### src/rtl/tt_mux_pkg.sv
// Shared types and widths for the project multiplexer controller.
package tt_mux_pkg;
    localparam int IW_W   = 18;  // {uio_in, ui_in, rst_n, clk}
    localparam int OW_W   = 24;  // {uio_oe, uio_out, uo_out}
    localparam int ADDR_W = 4;

    typedef enum logic [1:0] {
        IDLE   = 2'd0,
        SWITCH = 2'd1,
        ACTIVE = 2'd2
    } mux_state_e;
endpackage

### src/rtl/tt_mux_sel_ctr.sv
// Project address counter: registered rising-edge detect on sel_inc,
// wrap at NUM_PROJ-1, sel_rst clears and wins over an increment edge.
module tt_mux_sel_ctr
    import tt_mux_pkg::*;
#(
    parameter int NUM_PROJ = 10
) (
    input  logic              clk,
    input  logic              rst,
    input  logic              i_sel_rst,
    input  logic              i_sel_inc,
    output logic [ADDR_W-1:0] o_addr,
    output logic [ADDR_W-1:0] o_addr_nxt,
    output logic              o_chg
);
    logic              r_inc_d;
    logic [ADDR_W-1:0] r_addr;
    logic [ADDR_W-1:0] w_addr_nxt;
    logic              w_edge;

    assign w_edge = i_sel_inc & ~r_inc_d;

    // Next address: clear beats increment; increment wraps so no value >= NUM_PROJ appears
    always_comb begin
        w_addr_nxt = r_addr;
        if (i_sel_rst)
            w_addr_nxt = '0;
        else if (w_edge)
            w_addr_nxt = (r_addr == ADDR_W'(NUM_PROJ - 1)) ? '0 : r_addr + 4'd1;
    end

    // Edge history and address register
    always_ff @(posedge clk) begin
        if (rst) begin
            r_inc_d <= 1'b0;
            r_addr  <= '0;
        end else begin
            r_inc_d <= i_sel_inc;
            r_addr  <= w_addr_nxt;
        end
    end

    assign o_addr     = r_addr;
    assign o_addr_nxt = w_addr_nxt;
    assign o_chg      = (w_addr_nxt != r_addr);
endmodule

### src/rtl/tt_mux_ctrl.sv
// Project mux controller: break-before-make FSM plus registered pad muxing.
// All datapath registers are loaded from the next state, so enables and
// pads follow the ACTIVE state exactly, with no trailing cycle on exit.
module tt_mux_ctrl
    import tt_mux_pkg::*;
#(
    parameter int NUM_PROJ = 10,
    parameter int GAP      = 2
) (
    input  logic                     clk,
    input  logic                     rst,
    input  logic                     sel_rst,
    input  logic                     sel_inc,
    input  logic                     ctrl_ena,
    input  logic [IW_W-1:0]          pad_in,
    output logic [OW_W-1:0]          pad_out,
    output logic [IW_W-1:0]          proj_iw,
    output logic [NUM_PROJ-1:0]      proj_ena,
    input  logic [NUM_PROJ*OW_W-1:0] proj_ow,
    output logic [ADDR_W-1:0]        cur_addr,
    output logic                     active
);
    mux_state_e          r_state, w_state_nxt;
    logic [2:0]          r_gap, w_gap_nxt;
    logic [ADDR_W-1:0]   w_addr, w_addr_nxt;
    logic                w_chg;
    logic [NUM_PROJ-1:0] w_ena_sel;
    logic [OW_W-1:0]     w_ow_sel;
    logic [NUM_PROJ-1:0] r_proj_ena;
    logic [IW_W-1:0]     r_proj_iw;
    logic [OW_W-1:0]     r_pad_out;

    tt_mux_sel_ctr #(.NUM_PROJ(NUM_PROJ)) u_sel_ctr (
        .clk        (clk),
        .rst        (rst),
        .i_sel_rst  (sel_rst),
        .i_sel_inc  (sel_inc),
        .o_addr     (w_addr),
        .o_addr_nxt (w_addr_nxt),
        .o_chg      (w_chg)
    );

    // State and gap counter registers
    always_ff @(posedge clk) begin
        if (rst) begin
            r_state <= IDLE;
            r_gap   <= '0;
        end else begin
            r_state <= w_state_nxt;
            r_gap   <= w_gap_nxt;
        end
    end

    // Next state: disable first, then address changes restart the gap
    always_comb begin
        w_state_nxt = r_state;
        w_gap_nxt   = r_gap;
        if (!ctrl_ena) begin
            w_state_nxt = IDLE;
            w_gap_nxt   = '0;
        end else begin
            case (r_state)
                IDLE: begin
                    w_state_nxt = SWITCH;
                    w_gap_nxt   = 3'(GAP);
                end
                SWITCH: begin
                    if (w_chg)
                        w_gap_nxt = 3'(GAP);
                    else if (r_gap <= 3'd1) begin
                        // counter reaches zero this cycle
                        w_state_nxt = ACTIVE;
                        w_gap_nxt   = '0;
                    end else
                        w_gap_nxt = r_gap - 3'd1;
                end
                ACTIVE: begin
                    if (w_chg) begin
                        w_state_nxt = SWITCH;
                        w_gap_nxt   = 3'(GAP);
                    end
                end
                default: begin
                    w_state_nxt = IDLE;
                    w_gap_nxt   = '0;
                end
            endcase
        end
    end

    // Decode the one-hot enable and output slice for the address in effect next cycle
    always_comb begin
        w_ena_sel = '0;
        w_ow_sel  = '0;
        for (int i = 0; i < NUM_PROJ; i++) begin
            if (w_addr_nxt == ADDR_W'(i)) begin
                w_ena_sel[i] = 1'b1;
                w_ow_sel     = proj_ow[i*OW_W +: OW_W];
            end
        end
    end

    // Registered datapath: everything zero unless next state is ACTIVE
    always_ff @(posedge clk) begin
        if (rst || w_state_nxt != ACTIVE) begin
            r_proj_ena <= '0;
            r_proj_iw  <= '0;
            r_pad_out  <= '0;
        end else begin
            r_proj_ena <= w_ena_sel;
            r_proj_iw  <= pad_in;
            r_pad_out  <= w_ow_sel;
        end
    end

    assign proj_ena = r_proj_ena;
    assign proj_iw  = r_proj_iw;
    assign pad_out  = r_pad_out;
    assign cur_addr = w_addr;
    assign active   = (r_state == ACTIVE);
endmodule

### config.mk
export PLATFORM = sky130hd
export DESIGN_NAME = tt_mux_ctrl
export DESIGN_NICKNAME = d
export VERILOG_FILES = /design/src/rtl/tt_mux_pkg.sv /design/src/rtl/tt_mux_sel_ctr.sv /design/src/rtl/tt_mux_ctrl.sv
export SDC_FILE = /design/constraint.sdc
export NUM_CORES = 1
export LEC_CHECK = 0
export CORE_ASPECT_RATIO = 0.7
export CORE_MARGIN = 2
export CORE_UTILIZATION = 34
export DETAILED_ROUTE_END_ITERATION = 6
export PLACE_DENSITY = 0.78
export SETUP_SLACK_MARGIN = 0.3
export SLEW_MARGIN = 30
export SYNTH_ARGS = -nofsm -noshare
export SYNTH_HDL_FRONTEND = slang
export SYNTH_SLANG_ARGS = --single-unit
### constraint.sdc
create_clock -name clk -period 2.4 [get_ports clk]
set_clock_uncertainty 0.1 [all_clocks]
set_input_delay 0.72 -clock clk [delete_from_list [all_inputs] [get_ports clk]]
set_output_delay 0.72 -clock clk [all_outputs]
set_load 0.03 [all_outputs]
Word level (Yosys, flattened, before mapping) --
Cells that the tools add are included.
Operators by class: reduce and logical (&&, ||, !) cells 4, order comparisons 1, eq/ne operators 15, bitwise logic cells 3, $add $sub $neg 2, muxes and demuxes 32
Operator list (number):
- 2-to-1 mux 24 bit | 10
- == test 4 x 3 -> 1 bit, second input constant | 4
- == test 4 bit, second input constant | 3
- 2-to-1 mux 4 bit | 3
- 2-to-1 mux 1 bit | 10
- 2-to-1 mux 3 bit | 3
- case mux 3 bit (3 select lines) | 1
- == test 4 x 2 -> 1 bit, second input constant | 2
- 2-to-1 mux 2 bit | 4
- case mux 2 bit (3 select lines) | 1
- adder 4 x 1 -> 4 bit, second input constant | 1
- == test 4 x 1 -> 1 bit, second input constant | 1
- logical NOT 4 bit | 1
- inequality test 4 bit | 1
- less-or-equal comparator 3 x 1 -> 1 bit, second input constant | 1
- subtractor 3 x 1 -> 3 bit, second input constant | 1
- == test 2 x 1 -> 1 bit, second input constant | 1
- == test 2 bit, second input constant | 1
- logical NOT 2 bit | 1
- inequality test 2 x 1 -> 1 bit, second input constant | 1
- inequality test 2 bit, second input constant | 1
- NOT 1 bit | 2
- OR reduction 2 bit | 1
- bitwise AND 1 bit | 1
- logical OR 1 bit | 1
Word-level totals: output and inout port bits 57, input port bits 263, bits in registers 62, word-level logic and storage cells 64

Longest topological paths before layout --
Gate-level depths: netlist (run 1).
depth in word-level cells 15, mapped depth 10, gate-level depth less buffers 8

By module --
Synthesis (run 1) repeated with hierarchy kept, for this count alone.
Unflattened totals: cells, all modules 505, area total of the unflattened synthesis 4182.8 µm²
Modules (own cells, without submodules):
- tt_mux_ctrl | seq. area each 1141.1 µm², times used 1, area each 3921.3 µm², cells an instance 474
- tt_mux_sel_ctr | seq. area each 100.1 µm², times used 1, area each 261.5 µm², cells an instance 31

Worst setup path before layout (run 1) --
No wires, ideal clock.
path type input-to-reg, from input sel_inc, to register r_pad_out[10], in the netlist pad_out[10], arrival 2188 ps, path buffers 3, path slack -21 ps, required time 2166 ps, setup time 134 ps, stages 9, cell sequence nor2b_1 -> buf_4 -> mux2_2 -> buf_4 -> buf_4 -> mux2i_1 -> o2bb2ai_1 -> a211oi_1 -> o22ai_1
Between the ends: word-level cells in the longest chain between the ends 14, elaborated cells between the ends (all ways) 30, classes of those cells eq/ne: 11; mux: 16; bitwise: 1; reduce/logical: 2
RTL lines:
- from (decl) | RTL line tt_mux_ctrl.sv:13 | input logic sel_inc,
- bitwise AND 1 bit (*) | RTL line tt_mux_sel_ctr.sv:21 | assign w_edge = i_sel_inc & ~r_inc_d;
- 2-to-1 mux 4 bit (*) | RTL line tt_mux_sel_ctr.sv:28 | else if (w_edge)
- 2-to-1 mux 4 bit (*) | RTL line tt_mux_sel_ctr.sv:26 | if (i_sel_rst)
- logical NOT 4 bit | RTL line tt_mux_ctrl.sv:96 | if (w_addr_nxt == ADDR_W'(i)) begin
- 2-to-1 mux 24 bit (10 in a row) | RTL line tt_mux_ctrl.sv:96
- to (signal assigned) | RTL line tt_mux_ctrl.sv:112 | r_pad_out <= w_ow_sel;
- to (decl) | RTL line tt_mux_ctrl.sv:31 | logic [OW_W-1:0] r_pad_out;
Every way passes the cells marked *; elsewhere a longest branch is shown, timed or not. A chain may end at the register's enable or synchronous reset.

Final worst setup path (run 1) --
from input sel_rst, to register r_pad_out[15], in the netlist pad_out[15]
Between the ends: word-level cells in the longest chain between the ends 12, elaborated cells between the ends (all ways) 28, classes of those cells eq/ne: 11; mux: 15; reduce/logical: 2
RTL lines:
- from (decl) | RTL line tt_mux_ctrl.sv:12 | input logic sel_rst,
- 2-to-1 mux 4 bit (*) | RTL line tt_mux_sel_ctr.sv:26
- logical NOT 4 bit | RTL line tt_mux_ctrl.sv:96
- 2-to-1 mux 24 bit (10 in a row) | RTL line tt_mux_ctrl.sv:96
Marked as above.

==> impl_metrics.py, run 1 <==
metrics = {
    "timing": {
        "finalSetupTns_ns": 0,
        "rsz0062_at_grt": "yes",
        "hold_viol_final": 0,
        "fin_crit_ns": 2.24,
        "maxSlewViolCount": 0,
        "worstMarginPinSlew_ns": 0.552,
        "fin_ws_ns": 0.163,
        "period_share_pct": 93.2,
        "slew_headroom_pct": 63.1,
        "max_freq_ghz": 0.447,
        "setup-violations-final": 0,
    },
    "worst_hold_path": {
        "hp-class": "reg2reg",
        "hold_depth": 2,
        "hold_end": "r_gap[2]",
        "worstHoldStart": "r_gap[2]",
    },
    "pwr": {
        "pwr-share-seq_pct": 28.3,
        "p_leak_nw": 3.91,
        "fin_total_pwr_mw": 3.72,
        "p_int_mw": 2.66,
        "power_frac_clock_pct": 40.3,
        "vdd_drop_max_mv": 0.306,
        "switching_share_pct": 28.6,
        "powerDensity_mw_per_mm2": 363,
        "switching_power_mw": 1.06,
        "comb_power_share_pct": 31.4,
    },
    "die": {
        "pin_count": 320,
        "row_count": 37,
        "die_h_um": 107,
        "initial_core_util_pct": 34.8,
        "die-area_mm2": 0.0161,
        "fp.dieW_um": 151,
        "core-area_mm2": 0.0147,
    },
    "setup_path": {
        "r2r-start": "u_sel_ctr.o_addr[2]",
        "crit_top_cell": "buf_6",
        "cp_slowest_cell": "or3b_4",
        "rr_worst_depth": 10,
        "arrival_ns": 2.39,
        "r2r-end": "pad_out[15]",
        "path_cells": "buf_8 -> buf_6 -> or3b_4 -> buf_6 -> buf_6 -> a21oi_4 -> buf_6 -> buf_16 -> o2bb2ai_1 -> a211oi_1 -> o22ai_1",
        "worst_setup_path_end_kind": "register",
        "start_kind": "input port",
        "crit_required_ns": 2.56,
        "crit_buf_inv": 6,
        "cpPeakStageDelay_ns": 0.37,
        "crit_family": "buffers and inverters",
        "crit_type": "in2reg",
        "r2r_setup_slack_ns": 0.19,
        "worstPathMaxFanout": 7,
    },
    "yosys": {
        "synth_cells": 647,
        "netlist_top_cells_area": "dfxtp_1 (24%), a21oi_1 (8.2%), mux2i_1 (7.8%)",
        "async_flop_share_pct": 0,
        "ys_warn_count": 0,
        "syn_avg_cell_area_um2": 7.92,
        "ys_ff_latch": 62,
        "synth_edf_count": 0,
        "netlist_area_mm2": 0.00513,
        "syn-num-nets": 912,
        "ys_types": 70,
        "yosysTopAreaCellShare_pct": 24.2,
        "yosysTopAreaCell": "dfxtp_1",
        "synth_ff_type": "dfxtp_1",
        "ys_seq_area_share_pct": 24.2,
    },
    "drt": {
        "m1WireLength_mm": 11.1,
        "dr.pass1.iters": 5,
        "wl_per_cell_um": 21.7,
        "antenna_left": 0,
        "first_iter_violations": 570,
        "routed.top_layer": "met4",
        "routed_wl_mm": 26.5,
        "drcViolationCount": 0,
        "vias_per_cell": 5.86,
        "routed-wl-met2_mm": 12.2,
        "wl_met3_mm": 2.42,
        "num_vias": 7145,
    },
    "clock_tree": {
        "clockBufferDepth": 2,
        "htree_num_levels": 3,
        "clk_latency_ns": 0.33,
        "cts_hold_buf": 0,
        "cts_root_buffer": "clkbuf_16",
        "cts_buffers": 9,
        "clk_pin_slew_ns": 0.07,
        "clock-sinks": 62,
        "cts_tree": "yes",
    },
    "layout": {
        "area_growth_pct": 100,
        "drive_above_1_share_pct": 23.2,
        "fin_nets": 1285,
        "n_antenna_cell": 0,
    },
    "global_route": {
        "grt_pass1_vias": 6977,
        "grt_overflow": 0,
        "grt_pass1_wl_mm": 38.5,
        "grt_antenna_before_repair": 0,
        "grt_usage_pct": 31.2,
        "grt_start_max_net_pins": 49,
    },
    "placement": {
        "detailed_place_hpwl_mm": 19.3,
        "io_buffers": 319,
        "gp_congestion": 0.921,
        "pre_cts_ws_ns": -0.686,
    },
    "job": {
        "max_cap_violations": 0,
    },
    "status": {
        "status": "finished clean",
    },
}
-- sequential cells by signal, indices dropped and copies added, names as in the netlist --
signal             count
r_gap                  3
proj_iw               18
proj_ena              10
u_sel_ctr.o_addr       4
pad_out               24
u_sel_ctr.r_inc_d      1
r_state                2
-- logic make-up (layout without fill, tap and decap cells) --
| logic type | count (synthesis) | in the layout | share of synthesized area (%) |
|---|---|---|---|
| adder cells (fa/ha/maj) | 4 | 4 | 0.879 |
| flip-flops | 62 | 62 | 24.2 |
| multiplexers | 43 | 43 | 8.52 |
| AND/OR/NAND/NOR | 171 | 171 | 18.7 |
| AO/OA/AOI/OAI | 287 | 287 | 40.0 |
| XOR/XNOR | 3 | 3 | 0.513 |
| buffers and inverters | 77 | 455 | 7.20 |
-- cell usage after synthesis, drive strengths merged, types with 10 or more instances --
cell type	n
nand2b	23
and2	18
o2bb2ai	19
a21oi	86
nor2b	12
o22ai	42
nand2	26
a22oi	21
inv	10
clkbuf	32
nor3	18
nor2	40
dfxtp	62
mux2i	41
o21ai	17
a211oi	23
buf	35
a22o	21
o221ai	22
-- cells in the final DEF (no fill, tap or decap), types with 9 or more instances in the layout --
cell,count
nor3_1,17
dfxtp_1,59
o2bb2ai_1,10
a21oi_1,75
a211oi_2,13
buf_4,69
clkbuf_16,10
nor2_1,36
buf_6,23
a22o_1,21
a22oi_1,17
a211oi_1,10
mux2i_1,30
o22ai_1,42
clkdlybuf4s50_1,260
dlygate4sd2_1,53
o221ai_2,14
a21oi_2,9
and2_1,18
nand2b_1,23
nand2_1,26
buf_12,15
o21ai_0,13
-- power by group through the flow --
stage                     Sequential, mW  Combinational (mW)  Clock (mW)
final                               1.05                1.17        1.50
after global routing                1.06                1.23        1.57
after CTS                           1.06                1.11        1.53
after detailed placement            1.08                1.04           0
after global placement              1.08                1.03           0
after floorplan                     1.10               0.367           0
-- area by class of cell --
type	instances	area (um2)
tap	195	244
sequential	62	1250
inverter	10	42.5
clock inverter	7	103
clock buffer	9	225
multi-input combinational	508	4070
timing repair buffer	429	4320
fill	1209	4460
-- worst reg2reg max path, cell delays in order (launching register included) --
cell and delay (ns):
dfxtp_4 0.40, buf_6 0.17, or3b_4 0.40, buf_6 0.14, buf_6 0.11, a21oi_4 0.14, buf_6 0.16, buf_16 0.15
o2bb2ai_1 0.12, a211oi_1 0.07, o22ai_1 0.18
-- layer usage --
metal / vias up / track usage (%)
met1: 3423 / 40.6
met3: 62 / 7.83
met2: 392 / 50.4
met4: 0 / 10.6
li1: 3268 / -
met5: - / 0
-- worst max path at each step --
stage | from | end | slack (ns) | cells past startpoint
2_1_floorplan | sel_inc | pad_out[20] | 0.12 | 8
3_3_place_gp | sel_rst | pad_out[19] | -0.83 | 7
3_5_place_dp | sel_inc | pad_out[10] | -0.69 | 9
4_1_cts | sel_rst | pad_out[22] | 0.19 | 8
5_1_grt | sel_inc | pad_out[10] | 0.14 | 11
6_report | sel_rst | pad_out[15] | 0.16 | 11
-- per-stage QoR --
step	cells	utilization [%]	hold slack, ns	instance area [um2]
final	1220	69.7	0.412	10300
after global routing	1220	69.7	0.463	10300
after CTS	1216	67.8	0.410	9990
after detailed placement	1182	62.0	0.401	9130
after global placement	1182	61.9	0.390	9120
after floorplan	647	-	0.346	5220
-- repair_timing --
item                       in CTS  in global routing
gates cloned                    5                  0
setup buffers                  13                  4
resized for setup             152                 46
setup endpoints to repair     113                 31
pin swaps                      31                 14
No activity file was read; power rests on OpenSTA's default activity.
==> run 2: changes to the inputs <==
--- a/config.mk
+++ b/config.mk
@@ -11,4 +11,5 @@
 export DETAILED_ROUTE_END_ITERATION = 6
 export PLACE_DENSITY = 0.78
+export REMOVE_ABC_BUFFERS = 1
 export SETUP_SLACK_MARGIN = 0.3
 export SLEW_MARGIN = 30
==> constraint.sdc (replaced) <==
create_clock -name clk -period 2.4 [get_ports clk]
set_clock_uncertainty 0.1 [all_clocks]
set_input_delay 0.72 -clock clk [delete_from_list [all_inputs] [get_ports clk]]
set_output_delay 0.72 -clock clk [all_outputs]
set_load 0.005 [all_outputs]
==> run 2 against run 1 <==
Final cell count up 1.7%. Critical endpoint is now pad_out[2]. Utilization up 2.2 points. Clock power about the same. Register-to-register slack about the same. Die area unchanged.
==> impl_metrics.py, run 2 (same netlist as run 1, synthesis figures left out) <==
metrics = {
    "setup_path": {
        "crit_required_ns": 2.53,
        "worstPathMaxFanout": 10,
        "path_cells": "buf_8 -> bufbuf_16 -> nor2b_4 -> mux2_4 -> buf_12 -> mux2i_1 -> o2bb2ai_2 -> a211oi_2 -> o22ai_1",
        "crit_type": "in2reg",
        "worst_setup_path_end_kind": "register",
        "cpPeakStageDelay_ns": 0.33,
        "crit_family": "multiplexers",
        "crit_buf_inv": 3,
        "start_kind": "input port",
        "cp_slowest_cell": "mux2i_1",
        "arrival_ns": 2.38,
    },
    "pwr": {
        "p_leak_nw": 3.88,
        "powerDensity_mw_per_mm2": 355,
        "fin_total_pwr_mw": 3.76,
        "vdd_drop_max_mv": 0.277,
    },
    "timing": {
        "maxSlewViolCount": 0,
        "fin_crit_ns": 2.25,
        "slew_headroom_pct": 53.9,
        "setup-violations-final": 0,
        "finalSetupTns_ns": 0,
        "period_share_pct": 93.6,
        "worstMarginPinSlew_ns": 0.690,
        "hold_viol_final": 0,
        "rsz0062_at_grt": "yes",
        "hold_ws_ns": 0.369,
        "max_freq_ghz": 0.445,
    },
    "drt": {
        "routed_wl_mm": 28.4,
        "wl_per_cell_um": 22.9,
        "first_iter_violations": 542,
        "num_vias": 7345,
        "dr.pass1.iters": 5,
        "vias_per_cell": 5.92,
        "drcViolationCount": 0,
        "antenna_left": 0,
    },
    "placement": {
        "place_area_mm2": 0.00915,
        "io_buffers": 319,
        "gp_congestion": 0.936,
        "detailed_place_hpwl_mm": 19.5,
    },
    "layout": {
        "area_growth_pct": 106,
        "final_common_cell": "clkdlybuf4s50_1",
        "fin_nets": 1306,
        "layout_common_cells": "clkdlybuf4s50_1 (314), buf_4 (87), a21oi_1 (76)",
        "n_antenna_cell": 0,
        "final_util_pct": 71.8,
        "drive_above_1_share_pct": 25.2,
        "fin_area_mm2": 0.0106,
        "largest_reg_flops": 24,
    },
    "die": {
        "die_h_um": 107,
        "core-area_mm2": 0.0147,
        "initial_core_util_pct": 34.8,
        "die-area_mm2": 0.0161,
        "row_count": 37,
        "fp.dieW_um": 151,
        "pin_count": 320,
    },
    "global_route": {
        "grt_start_max_net_pins": 29,
        "grt_usage_pct": 33.8,
        "grt_antenna_before_repair": 0,
        "grt_pass1_vias": 7294,
        "grt_pass1_wl_mm": 41.3,
        "grt_overflow": 0,
    },
    "clock_tree": {
        "clockBufferDepth": 2,
        "clk_latency_ns": 0.34,
        "cts_tree": "yes",
        "clock-sinks": 62,
        "cts_root_buffer": "clkbuf_16",
        "cts_buffers": 9,
        "cts_hold_buf": 0,
        "clk_pin_slew_ns": 0.06,
        "htree_num_levels": 3,
    },
    "worst_hold_path": {
        "hp-class": "reg2reg",
    },
    "job": {
        "max_cap_violations": 0,
    },
    "status": {
        "status": "finished clean",
    },
}
==> run 2: layout make-up <==
cell class,count,area (um2)
fill,1127,4150
clock inverter,7,104
tap,195,244
timing repair buffer,450,4720
multi-input combinational,508,3990
inverter,10,37.5
sequential,62,1260
clock buffer,9,225
==> run 2: metrics by stage <==
step	worst slack [ns]	instances
final	0.153	1241
after global routing	0.0998	1241
after global placement	-0.502	1185
after floorplan	-2.77	580
after detailed placement	-0.573	1185
after CTS	0.189	1234
==> run 2: per-layer routing <==
layer | vias to the layer above | global-route usage (%) | part of all wire, %
met5 | - | 0 | 0
met3 | 92 | 10.3 | 11
met1 | 3451 | 41.8 | 40
met4 | 0 | 13.7 | 4.0
li1 | 3305 | - | -
met2 | 497 | 54.8 | 46
==> run 2: repair_timing <==
item	CTS	global route
buffers inserted	23	6
hold endpoints to repair	0	0
pin swaps	33	16
gates resized for setup	92	41
setup endpoints to repair	64	32
gates cloned	10	1
==> run 2: worst register-to-register path, stage by stage (launching register included) <==
cell and delay, ns:
dfxtp_4 0.36, buf_6 0.14, or4_4 0.45, buf_4 0.17, a21oi_4 0.18, nand3b_4 0.16, a221oi_2 0.30, nand3_1 0.12
o22ai_1 0.15
==> run 2: worst paths after layout <==
check,start,end,slack [ns],cells past startpoint
max reg2reg,u_sel_ctr.o_addr[0],pad_out[11],0.19,8
max,sel_rst,pad_out[2],0.15,9
min reg2reg,r_state[1],r_gap[1],0.37,1
min,r_state[1],r_gap[1],0.37,1
==> run 2: where the power goes <==
group          total, mW  internal [mW]  switching [mW]
Sequential          1.05           1.04          0.0104
Combinational       1.18          0.721           0.463
Clock               1.52          0.928           0.593
Total               3.76           2.69            1.07
